$ cat src/rtl/pc_seq_pkg.sv
// pc_seq_pkg: shared constants, default vector table and request priority encoder for pc_sequencer.
package pc_seq_pkg;
  localparam int ADDR_W_DEF = 8;
  localparam int MAX_VEC = 32;
  localparam int VEC_DEF_LEN = 11;
  localparam int VEC_DEF [VEC_DEF_LEN] = '{150, 148, 8, 144, 48, 48, 76, 98, 138, 130, 184};
  function automatic int vec_default(input int i);
    return (i < VEC_DEF_LEN) ? VEC_DEF[i] : 0;
  endfunction
  function automatic int lowest_set(input logic [MAX_VEC-1:0] req);
    int idx;
    idx = 0;
    for (int i = MAX_VEC - 1; i >= 0; i--) if (req[i]) idx = i;
    return idx;
  endfunction
endpackage

$ cat src/rtl/pc_sequencer_if.sv
// pc_sequencer_if: fetch-control bundle between the fetch controller (master) and pc_sequencer (slave).
interface pc_sequencer_if #(
    parameter int ADDR_W = 8,
    parameter int NUM_VEC = 11
) ();
    logic                       stall;
    logic [ADDR_W-1:0]          next;
    logic [NUM_VEC-1:0]         vec_req;
    logic                       call;
    logic                       ret;
    logic                       vec_we;
    logic [$clog2(NUM_VEC)-1:0] vec_widx;
    logic [ADDR_W-1:0]          vec_wdata;
    logic [ADDR_W-1:0]          actual;
    logic                       ras_empty;
    logic                       ras_full;
    logic                       ras_ovf;
    logic                       ras_unf;
    modport master (
        output stall, next, vec_req, call, ret, vec_we, vec_widx, vec_wdata,
        input  actual, ras_empty, ras_full, ras_ovf, ras_unf
    );
    modport slave (
        input  stall, next, vec_req, call, ret, vec_we, vec_widx, vec_wdata,
        output actual, ras_empty, ras_full, ras_ovf, ras_unf
    );
endinterface

$ cat src/rtl/pc_sequencer_ras.sv
// pc_ras: circular return-address stack; a push while full overwrites the oldest entry.
module pc_ras #(
    parameter int ADDR_W = 8,
    parameter int RAS_DEPTH = 4
) (
    input  logic              clk,
    input  logic              rst,
    input  logic              push,
    input  logic              pop,
    input  logic [ADDR_W-1:0] din,
    output logic [ADDR_W-1:0] top,
    output logic              empty,
    output logic              full,
    output logic              ovf,
    output logic              unf
);
    localparam int PW = $clog2(RAS_DEPTH);
    localparam int CW = $clog2(RAS_DEPTH + 1);
    logic [ADDR_W-1:0] mem [RAS_DEPTH];
    logic [PW-1:0] wp, wp_inc, wp_dec;
    logic [CW-1:0] cnt;
    // wp is the next write slot; explicit wrap keeps non-power-of-two depths correct
    assign wp_inc = (wp == PW'(RAS_DEPTH - 1)) ? '0 : wp + PW'(1);
    assign wp_dec = (wp == '0) ? PW'(RAS_DEPTH - 1) : wp - PW'(1);
    assign top = mem[wp_dec];
    assign empty = (cnt == '0);
    assign full = (cnt == CW'(RAS_DEPTH));
    always_ff @(negedge clk) begin
        if (!rst) begin
            wp <= '0;
            cnt <= '0;
            ovf <= 1'b0;
            unf <= 1'b0;
        end else begin
            ovf <= push && full;
            unf <= pop && empty;
            if (push) begin
                mem[wp] <= din;
                wp <= wp_inc;
                if (!full) cnt <= cnt + CW'(1);
            end else if (pop && !empty) begin
                wp <= wp_dec;
                cnt <= cnt - CW'(1);
            end
        end
    end
endmodule

$ cat src/rtl/pc_sequencer.sv
// pc_sequencer: fetch-stage PC register with programmable vector table, stall hold and return stack.
module pc_sequencer
    import pc_seq_pkg::*;
#(
    parameter int ADDR_W = ADDR_W_DEF,
    parameter int NUM_VEC = 11,
    parameter int RAS_DEPTH = 4,
    parameter int RESET_PC = 0
) (
    input logic clk,
    input logic rst,
    pc_sequencer_if.slave bus
);
    localparam int VW = $clog2(NUM_VEC);
    logic [ADDR_W-1:0] tbl [NUM_VEC];
    logic [ADDR_W-1:0] ras_top;
    logic [VW-1:0] sel;
    logic any_req, push, pop;
    assign any_req = |bus.vec_req;
    assign sel = VW'(lowest_set(MAX_VEC'(bus.vec_req)));
    assign push = !bus.stall && !bus.ret && any_req && bus.call;
    assign pop = !bus.stall && bus.ret;
    pc_ras #(.ADDR_W(ADDR_W), .RAS_DEPTH(RAS_DEPTH)) u_ras (
        .clk   (clk),
        .rst   (rst),
        .push  (push),
        .pop   (pop),
        .din   (bus.next),
        .top   (ras_top),
        .empty (bus.ras_empty),
        .full  (bus.ras_full),
        .ovf   (bus.ras_ovf),
        .unf   (bus.ras_unf)
    );
    // a jump reads the pre-edge table entry, so a same-edge write is seen only next time
    always_ff @(negedge clk) begin
        if (!rst) begin
            bus.actual <= ADDR_W'(RESET_PC);
            for (int i = 0; i < NUM_VEC; i++) tbl[i] <= ADDR_W'(vec_default(i));
        end else begin
            if (bus.vec_we && 32'(bus.vec_widx) < NUM_VEC) tbl[bus.vec_widx] <= bus.vec_wdata;
            if (!bus.stall)
                bus.actual <= bus.ret ? (bus.ras_empty ? bus.next : ras_top) :
                              any_req ? tbl[sel] : bus.next;
        end
    end
endmodule

$ cat src/flat_wrapper.sv
// flat-port wrapper written by rule: the top's interface ports become plain ports
module pc_sequencer_flat import pc_seq_pkg::*;
#(
    parameter int ADDR_W = ADDR_W_DEF,
    parameter int NUM_VEC = 11,
    parameter int RAS_DEPTH = 4,
    parameter int RESET_PC = 0
)
  (clk, rst, bus_stall, bus_next, bus_vec_req, bus_call, bus_ret, bus_vec_we, bus_vec_widx, bus_vec_wdata, bus_actual, bus_ras_empty, bus_ras_full, bus_ras_ovf, bus_ras_unf);
  pc_sequencer_if #(.ADDR_W(ADDR_W), .NUM_VEC(NUM_VEC)) bus_i ();
  input logic clk;
  input logic rst;
  input wire logic [$bits(bus_i.stall)-1:0] bus_stall;
  input wire logic [$bits(bus_i.next)-1:0] bus_next;
  input wire logic [$bits(bus_i.vec_req)-1:0] bus_vec_req;
  input wire logic [$bits(bus_i.call)-1:0] bus_call;
  input wire logic [$bits(bus_i.ret)-1:0] bus_ret;
  input wire logic [$bits(bus_i.vec_we)-1:0] bus_vec_we;
  input wire logic [$bits(bus_i.vec_widx)-1:0] bus_vec_widx;
  input wire logic [$bits(bus_i.vec_wdata)-1:0] bus_vec_wdata;
  output wire logic [$bits(bus_i.actual)-1:0] bus_actual;
  output wire logic [$bits(bus_i.ras_empty)-1:0] bus_ras_empty;
  output wire logic [$bits(bus_i.ras_full)-1:0] bus_ras_full;
  output wire logic [$bits(bus_i.ras_ovf)-1:0] bus_ras_ovf;
  output wire logic [$bits(bus_i.ras_unf)-1:0] bus_ras_unf;
  assign bus_i.stall = bus_stall;
  assign bus_i.next = bus_next;
  assign bus_i.vec_req = bus_vec_req;
  assign bus_i.call = bus_call;
  assign bus_i.ret = bus_ret;
  assign bus_i.vec_we = bus_vec_we;
  assign bus_i.vec_widx = bus_vec_widx;
  assign bus_i.vec_wdata = bus_vec_wdata;
  assign bus_actual = bus_i.actual;
  assign bus_ras_empty = bus_i.ras_empty;
  assign bus_ras_full = bus_i.ras_full;
  assign bus_ras_ovf = bus_i.ras_ovf;
  assign bus_ras_unf = bus_i.ras_unf;
  pc_sequencer #(.ADDR_W(ADDR_W), .NUM_VEC(NUM_VEC), .RAS_DEPTH(RAS_DEPTH), .RESET_PC(RESET_PC)) u_core (.clk(clk), .rst(rst), .bus(bus_i));
endmodule
$ cat config.mk
export PLATFORM = sky130hd
export DESIGN_NAME = pc_sequencer_flat
export DESIGN_NICKNAME = d
export VERILOG_FILES = /design/src/rtl/pc_seq_pkg.sv /design/src/rtl/pc_sequencer_if.sv /design/src/rtl/pc_sequencer_ras.sv /design/src/rtl/pc_sequencer.sv /design/src/flat_wrapper.sv
export SDC_FILE = /design/constraint.sdc
export NUM_CORES = 1
export LEC_CHECK = 0
export BUFFER_PORTS_ARGS = -buffer_cell sky130_fd_sc_hd__buf_2
export CORE_ASPECT_RATIO = 1.75
export CORE_MARGIN = 5
export CORE_UTILIZATION = 45
export CTS_BUF_LIST = sky130_fd_sc_hd__clkbuf_4 sky130_fd_sc_hd__clkbuf_8 sky130_fd_sc_hd__clkbuf_16
export CTS_CLUSTER_DIAMETER = 200
export DETAILED_ROUTE_END_ITERATION = 6
export SLEW_MARGIN = 5
export SYNTH_ARGS = -nofsm -noshare
export SYNTH_HDL_FRONTEND = slang
export SYNTH_SLANG_ARGS = --single-unit
$ cat constraint.sdc
create_clock -name clk -period 2.18 [get_ports clk]
set_input_delay 0.218 -clock clk [delete_from_list [all_inputs] [get_ports clk]]
set_output_delay 0.218 -clock clk [all_outputs]
set_load 0.01 [all_outputs]
# Word-level counts from Yosys, hierarchy flattened
# Memory sizes are Yosys's and may differ from the RTL's.
# Index checks and enable logic that the tools add are counted.
# op_classes
n_addsub	4
n_mul	0
n_div	0
n_lt_le_gt_ge	1
n_eq_ne	3
shift	0
n_mux	31
n_bitwise	0
reduce_logical	17
# ops
operator	count
$mux 4	12
$mux 8	4
$reduce_or 11->1	1
$mux 3	3
$logic_and 1x1->1	8
$mux 1	8
$mux 2	4
$reduce_or 8->1	1
$lt 4x4->1 const B	1
$add 3x1->3 const B	1
$eq 3x3->1 const B	1
$logic_not 1->1	3
$logic_not 3->1	1
$sub 3x1->3 const B	1
$add 2x1->2 const B	1
$eq 2x2->1 const B	1
$logic_not 2->1	1
$ne 2x2->1 const B	1
$reduce_and 2->1	1
$reduce_bool 2->1	1
$sub 2x1->2 const B	1
# word_totals
register_bits	15
latch_bits	0
ramBits	120
rom_bits	0
inputBits	37
out_inout_bits	12
elab_cells	63
n_memories	2
# memory_table
memory	words	word_bits	rd	rd_clocked_by_memory_dff	wr	line	rtl
u_core.tbl	11	8	1	0	11	pc_sequencer.sv:15	logic [ADDR_W-1:0] tbl [NUM_VEC];
u_core.u_ras.mem	4	8	1	0	1	pc_sequencer_ras.sv:19	logic [ADDR_W-1:0] mem [RAS_DEPTH];

# Logic depth before layout (Yosys ltp)
# An unclocked memory read counts as a cell.
# logic_depth
ltp_word	14
ltp_mapped	11
ltp_nobuf	9

# Cells and area by module
# A second synthesis with hierarchy kept.
# hier_totals
hier_cells	622
hier_area_um2	6841.6
# modules_own_cells
module	instances	cells_per_inst	area_each_um2	seq_area_each_um2
pc_sequencer	1	514	5212.5	2962.8
pc_ras	1	108	1629.1	1101.1

==> qor.txt <==
Die Y = 172 um
worst-path cell chain = buf_8, or4_4, buf_12, buf_12, o31ai_2, nand3_1, a21oi_2, o31ai_1
drt first pass iters = 5
Die Span X = 102 um
Yosys top cell by area = edfxtp_1
Seq/Total Area, Yosys = 0.605
H-tree depth = 4
Hold Path Origin = u_core.tbl[10][7]
Clock Path Buffers = 2
failing checks = setup timing
Final setup viols = 74
Worst setup SP type = input pin
maximum VDD drop = 513 uV
Synth Area in XOR/XNOR = 0.00261
Initial Util = 0.455
Hold WC Path Type = reg2reg
Crit path top cell by count = buf_12
Ys Warns = 0
non-filler cells in the finished layout = 1047
WP data arrival = 1980 ps
CTS Hold Bufs = 0
CTS tree = done
EDFF count, synth = 120
CP startpoint = bus_vec_req[6]
largest family of logic cells by synthesized area = simple AND/OR/NAND/NOR gates
# diodes = 0
Pleak = 4.22 nW
CP max FO = 17
Slowest cell on crit path = or4_4
register area = 4080 um^2
multi-input combinational cell area = 3220 um^2
Clock Latency Late Sink = 480 ps
Compound-Gate Fraction of Synth Area = 0.127
fill cell count = 1060
async set-or-reset flop fraction in the synthesized netlist = 0
first-pass GRT wire length = 32.3 mm
WS Path Type = in2reg
clock skew = 34.0 ps
initial DRC count = 433
Max Cap Violations = 0
DRC viols = 0
outcome = finished, violations left
total track usage = 0.247
via density per instance = 5.65
PD cells = 818 nW/um^2
initial antenna violation count = 0
post-route cell area = 10200 um^2
Worst Path Required = 1410 ps
total power = 0.00834 W
synth top area cells = edfxtp_1 54%, dfxtp_1 6.8%, o31ai_1 3.6%
core footprint = 14800 um^2
ys flop type = edfxtp_1
flop and latch count out of synthesis = 143
multiplexer share of the synthesized area = 0.0521
Root Driver = clkbuf_16
max incr delay on CP = 560 ps
Synth Area in Adders = 0.0104
CP Capture Type = flop
total clock sinks = 143
vias in the first global route = 6473
dpl cell area = 8160 um^2
RSZ-0062 raised after global routing = yes
dpl ws = -1340 ps
Final Max Slew Viols = 0
Final nets = 893
largest net degree at the start of global routing = 21
GR Overflow Total = 0
Avg WL per Cell = 20.3 um
DPL Wire Length = 14.6 mm
clk slew on worst S/H paths = 30 ps
row count = 59
Post-synth top cells = 120 x edfxtp_1, 59 x nor2_1, 46 x nand2_1
count leader, synth = edfxtp_1
post-synthesis instance total = 570
layout cell share with drive strength beyond 1 = 0.395
Synth cell types = 61
Antenna Violating Nets Remaining = 0
syn_area_per_cell = 11.8 um^2
IO Port Bufs = 48
area delta synth->final = 51.8%
Cells after DPL = 862
post-synthesis simple-gate area fraction = 0.162
CTS buffer count = 17
Crit Reg-Reg Startpoint = u_core.u_ras.wp[0]
top-area cell type share of the netlist area = 0.536
Post-Syn Area = 6720 um^2
Ports = 49
setup ws final = -575 ps
routed vias = 5914
placer congestion estimate = 0.894
full die area = 17600 um^2
final hold viol count = 0
Routed WL = 21.3 mm
final core utilization = 0.691
-- metal layers --
layer  vias up  global-route usage  part of all wire
li1       2756                   -                 -
met1      2847               0.234              0.35
met2       246               0.439              0.55
met3        65              0.0739             0.055
met4         0               0.182             0.051
met5         -                   0                 0
-- layout make-up --
| type | count | share of cell area |
|---|---|---|
| Inverter | 16 | 0.00613 |
| Sequential cell | 143 | 0.400 |
| Multi-Input combinational cell | 372 | 0.316 |
| Clock inverter | 158 | 0.0712 |
| Clock buffer | 17 | 0.0417 |
| Tap cell | 183 | 0.0224 |
| Timing Repair Buffer | 158 | 0.143 |
-- flip-flops by register name, summed over array words and instances (netlist names) --
name,count
u_core.bus.actual,8
u_core.u_ras.wp,2
u_core.tbl,96
u_core.u_ras.ovf,1
u_core.u_ras.cnt,3
u_core.u_ras.unf,1
u_core.u_ras.mem,32
-- what timing repair did --
item	in CTS	in global routing
buffers inserted	6	3
pin swaps	28	15
cloned	2	0
setup endpoints to repair	137	154
gates resized for setup	89	90
-- per-stage QoR --
| stage | TNS [ps] | hold WS [ps] |
|---|---|---|
| 5_1_grt | -21170 | 502 |
| 4_1_cts | -19310 | 488 |
| 2_1_floorplan | -75960 | 457 |
| 6_report | -19430 | 488 |
| 3_5_place_dp | -123880 | 475 |
| 3_3_place_gp | -117050 | 472 |
-- power breakdown --
group / total [W] / leakage [nW] / switching (W) / internal (W)
combinational: 0.00109 / 1.82 / 0.000580 / 0.000512
clock: 0.00402 / 1.07 / 0.00202 / 0.00200
sequential: 0.00323 / 1.33 / 0.0000883 / 0.00314
-- cells by family (layout without fill, tap and decap cells) --
kind of cell,Yosys count,in the layout
adders and majority gates,5,5
DFF,143,143
muxes,25,25
and+or+nand+nor,216,216
xor gates and xnor gates,2,2
other,1,8
AOI/OAI and AO/OA,116,116
buffers and inverters,62,349
-- worst max-delay path, delay by kind of cell --
family | cells | cell delay (ps)
buffers and inverters | 3 | 460
AND/OR/NAND/NOR | 2 | 710
AO/OA/AOI/OAI | 3 | 590
-- path summary, 6_finish.rpt --
path                            slack [ps]  depth (start not counted)              endpoint
worst max-delay path                  -570                          8  u_core.bus.actual[0]
worst min-delay path                   490                          2     u_core.tbl[10][7]
worst max register to register          70                          7  u_core.bus.actual[6]
worst min register to register         490                          2     u_core.tbl[10][7]
-- cells in the final DEF (no fill, tap or decap), types with 9 or more instances in the layout --
master / instances
buf_12: 16
edfxtp_1: 120
dfxtp_2: 11
buf_2: 32
o31ai_2: 9
buf_4: 76
nand3_1: 28
nor2_2: 14
mux2i_1: 15
nand2_1: 19
dfxtp_1: 11
nor2_1: 40
nand4_1: 26
o31ai_1: 18
clkbuf_16: 17
nand2_4: 10
inv_1: 151
nand2_8: 9
buf_6: 31
Note: power is estimated with default switching activity, not from simulation.
